**src/rtl/uart_tx_driver.sv**
```systemverilog
`default_nettype none
// +--------------------------------------------------------------------------+
// | uart_tx_driver: IO-mapped 8N1 UART transmitter with byte FIFO and status |
// | Revision: 1.0                                                            |
// +--------------------------------------------------------------------------+
module uart_tx_driver #(
    parameter int CLK_FREQ   = 100000000,
    parameter int BAUD       = 9600,
    parameter int FIFO_DEPTH = 16
) (
    input  logic        clock,
    input  logic        rst,
    input  logic        iUartTxCtrl,
    input  logic        iIoWrite,
    input  logic        iIoRead,
    input  logic [7:0]  iWriteData,
    output logic [15:0] oStatus,
    output logic        oUartToPc,
    output logic        oTxDone
);

    localparam int CLKS_PER_BIT = CLK_FREQ / BAUD;
    localparam int BAUD_W       = (CLKS_PER_BIT > 1) ? $clog2(CLKS_PER_BIT) : 1;
    localparam int PTR_W        = (FIFO_DEPTH > 1) ? $clog2(FIFO_DEPTH) : 1;
    localparam int CNT_W        = PTR_W + 1;

    typedef enum logic [1:0] {
        IDLE  = 2'd0,
        START = 2'd1,
        DATA  = 2'd2,
        STOP  = 2'd3
    } state_t;

    state_t             state_q;
    logic [BAUD_W-1:0]  baud_q;
    logic [2:0]         bit_q;
    logic [7:0]         shift_q;
    logic               line_q;
    logic               done_q;

    logic               wr_q;
    logic               rd_q;
    logic [7:0]         mem_q [FIFO_DEPTH];
    logic [PTR_W-1:0]   wptr_q;
    logic [PTR_W-1:0]   rptr_q;
    logic [CNT_W-1:0]   count_q;
    logic [CNT_W-1:0]   count_d;
    logic               ovf_q;

    logic wr_req, rd_req, push, rd_edge, full, empty, pop, push_ok, last_tick;

    assign wr_req    = iUartTxCtrl & iIoWrite;
    assign rd_req    = iUartTxCtrl & iIoRead;
    assign push      = wr_req & ~wr_q;
    assign rd_edge   = rd_req & ~rd_q;
    assign full      = (count_q == CNT_W'(FIFO_DEPTH));
    assign empty     = (count_q == '0);
    assign pop       = (state_q == IDLE) & ~empty;
    // A pop in the same cycle frees the slot, so a push into a full FIFO survives.
    assign push_ok   = push & (~full | pop);
    assign last_tick = (baud_q == BAUD_W'(CLKS_PER_BIT - 1));

    always_comb begin
        count_d = count_q;
        if (push_ok && !pop) begin
            count_d = count_q + CNT_W'(1);
        end else if (!push_ok && pop) begin
            count_d = count_q - CNT_W'(1);
        end
    end

    always_ff @(posedge clock) begin
        if (push_ok) begin
            mem_q[wptr_q] <= iWriteData;
        end
    end

    always_ff @(posedge clock) begin
        if (rst) begin
            wr_q    <= 1'b0;
            rd_q    <= 1'b0;
            wptr_q  <= '0;
            rptr_q  <= '0;
            count_q <= '0;
            ovf_q   <= 1'b0;
        end else begin
            wr_q    <= wr_req;
            rd_q    <= rd_req;
            count_q <= count_d;
            if (push_ok) begin
                wptr_q <= wptr_q + PTR_W'(1);
            end
            if (pop) begin
                rptr_q <= rptr_q + PTR_W'(1);
            end
            if (push && !push_ok) begin
                ovf_q <= 1'b1;
            end else if (rd_edge) begin
                ovf_q <= 1'b0;
            end
        end
    end

    always_ff @(posedge clock) begin
        if (rst) begin
            state_q <= IDLE;
            baud_q  <= '0;
            bit_q   <= '0;
            shift_q <= '0;
            line_q  <= 1'b1;
            done_q  <= 1'b0;
        end else begin
            done_q <= 1'b0;
            case (state_q)
                IDLE: begin
                    line_q <= 1'b1;
                    baud_q <= '0;
                    if (pop) begin
                        shift_q <= mem_q[rptr_q];
                        line_q  <= 1'b0;
                        state_q <= START;
                    end
                end
                START: begin
                    if (last_tick) begin
                        baud_q  <= '0;
                        bit_q   <= '0;
                        line_q  <= shift_q[0];
                        state_q <= DATA;
                    end else begin
                        baud_q <= baud_q + BAUD_W'(1);
                    end
                end
                DATA: begin
                    if (last_tick) begin
                        baud_q <= '0;
                        if (bit_q == 3'd7) begin
                            line_q  <= 1'b1;
                            state_q <= STOP;
                        end else begin
                            bit_q  <= bit_q + 3'd1;
                            line_q <= shift_q[bit_q + 3'd1];
                        end
                    end else begin
                        baud_q <= baud_q + BAUD_W'(1);
                    end
                end
                STOP: begin
                    line_q <= 1'b1;
                    if (last_tick) begin
                        baud_q  <= '0;
                        done_q  <= 1'b1;
                        state_q <= IDLE;
                    end else begin
                        baud_q <= baud_q + BAUD_W'(1);
                    end
                end
                default: begin
                    line_q  <= 1'b1;
                    baud_q  <= '0;
                    state_q <= IDLE;
                end
            endcase
        end
    end

    assign oUartToPc = line_q;
    assign oTxDone   = done_q;
    assign oStatus   = {3'b000, 9'(count_q), ovf_q, empty, full, (state_q != IDLE)};

endmodule
`default_nettype wire
```
**config.mk**
```make
export PLATFORM = sky130hd
export DESIGN_NAME = uart_tx_driver
export DESIGN_NICKNAME = d
export VERILOG_FILES = /design/src/rtl/uart_tx_driver.sv
export SDC_FILE = /design/constraint.sdc
export NUM_CORES = 1
export LEC_CHECK = 0
export CAP_MARGIN = 20
export CORE_ASPECT_RATIO = 0.5
export CORE_UTILIZATION = 45
export DETAILED_ROUTE_END_ITERATION = 12
export GPL_TIMING_DRIVEN = 0
export PLACE_DENSITY_LB_ADDON = 0.15
export SETUP_SLACK_MARGIN = 0.05
export SLEW_MARGIN = 30
export SYNTH_ARGS = -nofsm -noshare
export SYNTH_HDL_FRONTEND = slang
export SYNTH_SLANG_ARGS = --single-unit
```
**constraint.sdc**
```tcl
create_clock -name clock -period 6 [get_ports clock]
set_input_delay 0.9 -clock clock [delete_from_list [all_inputs] [get_ports clock]]
set_output_delay 0.9 -clock clock [all_outputs]
set_load 0.005 [all_outputs]
```
# Word-level counts from Yosys, hierarchy flattened
# Memory sizes are Yosys's and may differ from the RTL's. A register that Yosys moved wholly into a read port is not among the register bits.
# Cells that the tools add are included.
[totals]
n_memories = 1
inputBits = 13
elab_cells = 86
ram_bits = 128
reg_bits = 37
[op_classes]
bitwise = 12
order_cmp = 1
n_mux = 26
n_eq_ne = 12
reduce_logical = 17
add_sub_neg = 6
[memory_table]
columns = ["name", "words", "width", "read_ports", "rd_ports_with_merged_regs", "write_ports", "line_no", "source"]
rows = [
  ["mem_q", 16, 8, 1, 1, 1, "43", "logic [7:0] mem_q [FIFO_DEPTH];"],
]
[op_table]
columns = ["op", "count"]
rows = [
  ["$pmux W14 S2", 1],
  ["$add A14 B1 Y14 const B", 1],
  ["$eq A14 B14 Y1 const B", 1],
  ["$mux W14", 1],
  ["$ne A2 B2 Y1 const B", 6],
  ["$mux W1", 10],
  ["$mux W2", 5],
  ["$mux W5", 2],
  ["$mux W3", 3],
  ["$add A4 B1 Y4 const B", 2],
  ["$pmux W2 S4", 1],
  ["$reduce_bool A2 Y1", 4],
  ["$and A1 B1 Y1", 6],
  ["$pmux W3 S2", 1],
  ["$add A5 B1 Y5 const B", 1],
  ["$eq A5 B5 Y1 const B", 1],
  ["$logic_not A5 Y1", 1],
  ["$not A1 Y1", 5],
  ["$reduce_and A5 Y1", 1],
  ["$sub A5 B1 Y5 const B", 1],
  ["$eq A2 B2 Y1 const B", 2],
  ["$lt A3 B4 Y1 const B", 1],
  ["$pmux W1 S4", 1],
  ["$reduce_and A2 Y1", 2],
  ["11 further kinds", 14],
]

# Logic depth before layout (Yosys ltp)
[depth]
word_depth = 9
mapped_depth = 14
mapped_depth_nobuf = 13

# Worst setup path after synthesis
# Ideal clock, no wire load.
[synth_timing]
kind = "input to register"
start = "input port iUartTxCtrl"
end = "register count_q[4]"
stages = 10
setup_slack_ns = 2.896
setup_time_ns = 0.071
arrival_ns = 3.033
cell_sequence = "nand2_1 -> a311oi_2 -> ha_1 -> inv_1 -> fa_1 -> a21o_1 -> a21oi_1 -> xnor2_1 -> or3_1 -> a21oi_1"
[synth_between]
elab_chain_cells = 6
word_cells_on_any_way = 8
[synth_lines]
columns = ["element", "line_no", "source"]
rows = [
  ["start: declaration", "13", "input logic iUartTxCtrl,"],
  ["$and A1 B1 Y1 *", "52", "assign wr_req = iUartTxCtrl & iIoWrite;"],
  ["$and A1 B1 Y1 *", "54", "assign push = wr_req & ~wr_q;"],
  ["$and A1 B1 Y1 *", "60", "assign push_ok = push & (~full | pop);"],
  ["via push_ok", "50", "logic wr_req, rd_req, push, rd_edge, full, empty, pop, push_ok, last_tick;"],
  ["$logic_not A1 Y1", "67", "end else if (!push_ok && pop) begin"],
  ["$logic_and A1 B1 Y1", "67", ""],
  ["$reduce_bool A2 Y1 (no line)", "--", ""],
  ["end signal: assignment", "89", "count_q <= count_d;"],
  ["end: declaration", "46", "logic [CNT_W-1:0] count_q;"],
]
# Mark *: on every way through the listed nets, which the timed path passes. The rest lies on a longest branch.
# A chain may end at the register's enable or synchronous reset.

# Worst setup path after layout
[layout_timing]
start = "register state_q[0]"
end = "register count_q[4]"
[layout_between]
elab_chain_cells = 7
word_cells_on_any_way = 10
[layout_lines]
columns = ["element", "line_no", "source"]
rows = [
  ["start: declaration", "34", "state_t state_q;"],
  ["start signal: assignment", "106", "state_q <= IDLE;"],
  ["start signal: assignment", "121", "state_q <= START;"],
  ["start signal: assignment", "129", "state_q <= DATA;"],
  ["$logic_not A2 Y1 *", "58", "assign pop = (state_q == IDLE) & ~empty;"],
  ["$and A1 B1 Y1 *", "58", ""],
  ["$or A1 B1 Y1", "60", ""],
  ["$and A1 B1 Y1", "60", ""],
  ["$logic_not A1 Y1", "67", ""],
  ["$logic_and A1 B1 Y1", "67", ""],
  ["$reduce_bool A2 Y1 (no line)", "--", ""],
]
# Mark *: on every way between the ends. The rest lies on a longest branch, timed or not.

==> impl_results.md <==
* Outcome: complete, but fails checks
* Violated checks: design-rule violations
* Core Area at 0.0154 sq mm
* Vias per inst at 5.36
* Worst hold path depth at 1
* DR iter-0 viols at 283
* Clock latency at the later pin of the worst-skew pair at 430 ps
* Primary FF master, synth: edfxtp_1
* Clock sink count at 173
* Mapped Cells at approximately 470
* CTS tree: done
* CP startpoint kind: flop
* Pins Over Slew Limit at 0
* Seq. cell area at 0.00474 sq mm
* Fin crit share at 0.618
* Post-Route Setup TNS at 0 ps
* Worst-margin pin slew at 825 ps
* RePlAce Congestion at 0.794
* Met3 WL at 711 microns
* Top Layer Used: met4
* Layout cell share with drive strength beyond 1 at 0.173
* Part of the power in combinational logic at 0.226
* Clock Path Buffers at 2
* Unique cell type count in the Yosys netlist at 44
* Final Util at 0.534
* Crit end category: flop
* Leading cell type in the layout, fill and taps excluded: edfxtp_1
* Largest cells by area after synthesis: edfxtp_1, dfxtp_1, mux4_2
* Int Pwr at 0.00228 W
* TritonCTS buffer count at 17
* IO buf count at 23
* Initial antenna violation count at 0
* CP max stage delay at roughly 530 ps
* Multi-input gate area at ~0.0022 sq mm
* Setup-failing EPs final at 0
* Most frequent cells in the layout: edfxtp_1, nor2_1, dfxtp_1
* Metal2 WL at 6.21 mm
* CTS resizes at 0
* DIE HEIGHT at 90.8 microns
* I/O pins at 31
* Worst-case vdd ir drop at 0.000198 V
* Area growth syn-to-layout at 15.8%
* Pwr per Cell Area at 394 mW/mm^2
* Post-Route Skew at 13.0 ps
* Switching Power at 0.000959 W
* Post-CTS Setup Inserts at 0
* WP data arrival at 4070 ps
* Syn_area_per_cell at 15.1 sq um
* Die Area at 0.0163 sq mm
* DP HPWL at about 9.2 mm
* Mapped Area at about 0.0071 sq mm
* Cells on worst reg2reg path at 14
* FP Rows at 32
* GR Overflow Total at 0
* CTS clk-pin slew, worst paths at 70 ps
* Unrepaired setup endpoints after global routing: false
* EDFF count, synth at 128
* Met1 WL at between 6 and 7 mm
* H-tree depth at 4
* Clock share of power at 0.344
* Kind of critical path: flop to flop
* Root Driver: clkbuf_16
* WL final at 14.0 mm
* Slew HR at 0.448
* Top cell type's share of synthesized area at 0.541
* Synth warn at 0
* Critical path's slowest cell: a21oi_1
* P_leak at 2.73 nW
* Starting Density at 0.461
* Sw frac at 0.296
* Crit-path cells: inv_1, ha_1, inv_1, a21oi_1, clkinv_1, buf_2, ha_1, inv_1, ha_1, a21o_1, a21oi_1, xnor2_1, or3_1, a21oi_1
* Routed WL per cell at between 15 and 20 microns
* Critical Path RT at 6360 ps
* First-pass GRT wire length at 21.6 mm
* Fin crit period at around 3700 ps
* Layout net count at around 550
* Vias after detailed routing at just under 4,000
* Vias in the first global route at between 3,000 and 4,000
* Reg power frac at 0.430
* Die width at 180 microns
* Count of state elements after synthesis at 173
* Crit-path max FO at 10
* Total of max-cap violations at 0
* Final routed DRC violation total at 2
* Largest net degree at the start of global routing at 19
* Hold Path Class: flop to flop
* Async SR Flop Fraction at 0
* First-pass DRT Iterations at 10
* # fillers at around 1,200
* Antenna diode count at 0
* Seq/Total Area, Yosys at 0.668
* Hold-fix buffers, CTS at 0
* GRT Total Usage at 0.183
* Antenna Violating Nets Remaining at 0
* Max Clk Rate at 0.269 GHz
* Synth area leader: edfxtp_1
* Final Hold Vio Count at 0
synthesized netlist by cell type, types with 2 or more instances:
cell type,count
nor3_1,8
nand3_1,8
buf_2,7
a21o_1,2
edfxtp_1,128
inv_1,10
clkbuf_1,11
mux2i_1,7
nor2b_1,2
nand2b_1,4
buf_4,10
a21oi_1,28
dfxtp_1,45
buf_1,2
o21ai_0,2
xnor2_1,9
and3_1,2
nor2_1,60
a211oi_1,3
nand2_1,19
mux4_2,32
nand4_1,6
xor2_1,13
or3_1,2
a22oi_1,16
ha_1,16
nor4_1,2
metal layers:
layer / up-vias / global-route usage
met5: - / 0
met4: 0 / 0.0797
met3: 19 / 0.0335
met2: 106 / 0.270
met1: 1958 / 0.265
li1: 1860 / -
registers in the layout (all words and copies together) (netlist names):
register / count
rd_q: 1
state_q: 2
baud_q: 14
oTxDone: 1
wptr_q: 4
wr_q: 1
mem_q: 128
bit_q: 3
rptr_q: 4
shift_q: 8
oUartToPc: 1
ovf_q: 1
count_q: 5
final timing paths:
kind | slack, ps | end | from
max reg2reg | 2290 | count_q[4]$_SDFFE_PP0P_ | state_q[0]$_SDFFE_PP0P_
min reg2reg | 450 | baud_q[0]$_SDFF_PP0_ | baud_q[0]$_SDFF_PP0_
max | 2290 | count_q[4]$_SDFFE_PP0P_ | state_q[0]$_SDFFE_PP0P_
min | 450 | baud_q[0]$_SDFF_PP0_ | baud_q[0]$_SDFF_PP0_
critical path, delay by kind of cell (launching register included):
kind,cells,cell delay [ps]
DFF,1,330
adders and majority gates,3,770
and+or+nand+nor,1,310
AOI/OAI and AO/OA,4,1010
xor gates and xnor gates,1,80
buffers and inverters,5,1130
cell families after synthesis:
kind of cell    count (synthesis)  share of synthesized area
xor+xnor                       22                     0.0271
mux                            39                      0.111
compound gates                 56                     0.0509
other cells                     1                   0.000528
buf+inv                        42                     0.0298
flops                         173                      0.668
simple gates                  121                     0.0811
fa+ha+maj                      17                     0.0310
power groups by stage:
stage	clock network, W	registers [W]	logic [W]
finish	0.00111	0.00139	0.000732
global route	0.00117	0.00140	0.000810
CTS	0.00113	0.00139	0.000736
detailed placement	0	0.00142	0.000732
global placement	0	0.00142	0.000723
floorplan	0	0.00141	0.000524
metrics by stage:
| stage | hold WS [ps] | instance area, sq um | setup WS (ps) | total power, W | instances |
|---|---|---|---|---|---|
| floorplan | 417 | 7120 | 2900 | 0.00193 | 477 |
| global placement | 433 | 7610 | 2060 | 0.00214 | 704 |
| detailed placement | 435 | 7630 | 2110 | 0.00215 | 704 |
| CTS | 448 | 8220 | 2310 | 0.00326 | 736 |
| global route | 469 | 8220 | 1990 | 0.00339 | 736 |
| finish | 447 | 8220 | 2290 | 0.00324 | 736 |
cell type report:
cell class                 instances  area share
timing repair buffer              23      0.0280
clock buffer                      18      0.0522
clock inverter                    14      0.0202
buffer                            31      0.0207
multi-input combinational        262       0.266
inverter                          11     0.00502
tap                              204      0.0310
sequential                       173       0.577
No activity file was read; power rests on OpenSTA's default activity.
==> patch, RTL diff (same flow settings) <==
Register the inputs `iUartTxCtrl`, `iIoWrite`, `iIoRead` and `iWriteData` before use, without a reset. The logic sees them one clock later.
--- a/src/rtl/uart_tx_driver.sv
+++ b/src/rtl/uart_tx_driver.sv
@@ -31,6 +31,18 @@
         STOP  = 2'd3
     } state_t;
 
+    logic iUartTxCtrl_q;
+    logic iIoWrite_q;
+    logic iIoRead_q;
+    logic [7:0] iWriteData_q;
+
+    always_ff @(posedge clock) begin
+        iUartTxCtrl_q <= iUartTxCtrl;
+        iIoWrite_q    <= iIoWrite;
+        iIoRead_q     <= iIoRead;
+        iWriteData_q  <= iWriteData;
+    end
+
     state_t             state_q;
     logic [BAUD_W-1:0]  baud_q;
     logic [2:0]         bit_q;
@@ -49,8 +61,8 @@
 
     logic wr_req, rd_req, push, rd_edge, full, empty, pop, push_ok, last_tick;
 
-    assign wr_req    = iUartTxCtrl & iIoWrite;
-    assign rd_req    = iUartTxCtrl & iIoRead;
+    assign wr_req    = iUartTxCtrl_q & iIoWrite_q;
+    assign rd_req    = iUartTxCtrl_q & iIoRead_q;
     assign push      = wr_req & ~wr_q;
     assign rd_edge   = rd_req & ~rd_q;
     assign full      = (count_q == CNT_W'(FIFO_DEPTH));
@@ -71,7 +83,7 @@
 
     always_ff @(posedge clock) begin
         if (push_ok) begin
-            mem_q[wptr_q] <= iWriteData;
+            mem_q[wptr_q] <= iWriteData_q;
         end
     end
 
Check against the original RTL: not equivalent (Yosys sat finds a counterexample within 4 cycles, from zero or initial values and one cycle with rst high).
==> patch against the unedited design <==
  * Sequential cell count rose by 11
  * Power is 6.3% higher
  * Area after synthesis grew 5.6%
  * Synthesized cell count increased by 1.3%
  * Clock skew grew 0.0015 ns
  * Critical endpoint unchanged
  * Count of clock-buffer cells in the layout shrank 1
  * Hold slack improved by 0.0090 ns
  * Critical path depth down 2
  * Setup slack better by 0.57 ns
  * Sequential power increased by 8%
  * Routed wire length grew 3.0%
  * Cell area grew 5.1%
==> patch: results (changes against the unedited design) <==
synthesis:
  synthTopCellsByArea: "edfxtp_1, dfxtp_1, mux4_1, mux4_2, nor2_1"
  synth_common_cells: "edfxtp_1, nor2_1, dfxtp_1"
  postSynthAreaPerCell_um2: 15.7  # +4.3%
  synth_xor_area_frac: 0.0257  # -0.00144
  synthAdderAreaFrac: 0.0294  # -0.00164
  synth-compound-area-share: 0.0516  # +0.000644
  yosysUniqueCellTypes: 53  # +20%
  yosys_warnings: 0  # unchanged
  muxShareOfSynthArea: 0.118  # +0.00713
  synth-seq-area-share: 0.662  # -0.00598
global_routing:
  grtUsageTotal: 0.185  # +0.00228
  use_met1: 0.272  # +0.00700
  use_met2: 0.271  # +0.00120
  use_met3: 0.0401  # +0.00664
  grt_max_degree: 21  # +2
  antenna_found_initial: 0  # unchanged
  grt_pass1_wl_um: 22500  # +4.0%
  grt_pass1_vias: 3920  # +0.98%
placement:
  pre_cts_ws_ns: 2.87  # +0.762 ns
  numPlacedInstances: 727  # +3.3%
  routabilityCongestion: 0.788  # -0.81%
setup_path:
  crit_slowest_cell: "a311oi_4"
  cp_top_family: "compound AO/OA/AOI/OAI gates"
  crit_path_max_fanout: 9  # -1
  max_stage_delay_ns: 0.53  # about the same
  worst-r2r-cell-count: 12  # -2
hold_path:
  hold_depth: 2  # +1
  hold_start: "iUartTxCtrl_q"
  hold_class: "flip-flop to flip-flop"
  whs_endpoint: "rd_q"
layout:
  buf_share: 0.0544  # +0.00576
  final.fill_count: 1291  # +4.8%
  largestRegisters: "mem_q (128), baud_q (14)"
  buffers: 53  # -1.9%
  seqAreaFraction: 0.575  # -0.00233
  seq_cell_count: 184  # +6.4%
  multi_input_area_share: 0.267  # +0.000643
  post_route_cells_drive_above_1_share: 0.149  # -0.0242
  nClkBuffers: 17  # -1
  clk_share: 0.0688  # -0.00364
  multi_input_cells: 262  # unchanged
  layout.nets: 555  # +1.1%
  layout.cells.non_filler: 759  # +3.1%
power_and_ir_drop:
  ir_worst_vdd_uv: 244  # +23%
  p_leak_nw: 2.97  # +8.9%
timing:
  worst_clock_skew_ns: 0.0145  # +0.00155 ns
  tightest_slew_ns: 0.825  # +0.000106 ns
detailed_routing:
  vias_per_cell: 5.22  # -2.5%
  wl_met3_um: 819  # +15%
  wl_per_cell_um: 19.0  # about the same
  drtPass1Iterations: 4  # -6
  m1WireLength_um: 7120  # +3.6%
  dr_wl_met2_um: 6300  # +1.5%
  dr.first_iter.drc_count: 323  # +14%
status:
  status: "finished clean"
## patch: cell types whose count changed after synthesis, moves of 4 or more
cell	before	now
mux4_1	0	18
mux4_2	32	14
dfxtp_1	45	56
clkbuf_1	11	6
buf_2	7	3
inv_1	10	6
## patch: through the flow
stage / hold WS [ns] / power [mW] / instance area, um^2
CTS: 0.463 / 3.47 / 8640
finish: 0.456 / 3.44 / 8640
global route: 0.483 / 3.62 / 8640
global placement: 0.442 / 2.34 / 8030
floorplan: 0.420 / 2.11 / 7520
detailed placement: 0.453 / 2.36 / 8050
## patch: worst max path at each step
stage,endpoint,slack (ns),depth (start not counted)
after detailed placement,count_q[4],2.87,12
after global routing,count_q[4],2.64,12
final,count_q[4],2.86,12
after global placement,mem_q[2][0],2.87,6
after CTS,count_q[4],2.85,12
after floorplan,count_q[4],3.13,12
## patch: report_power, final
part	switching, mW	internal (mW)
Clock	0.558	0.563
Sequential	0.0724	1.43
Combinational	0.425	0.399
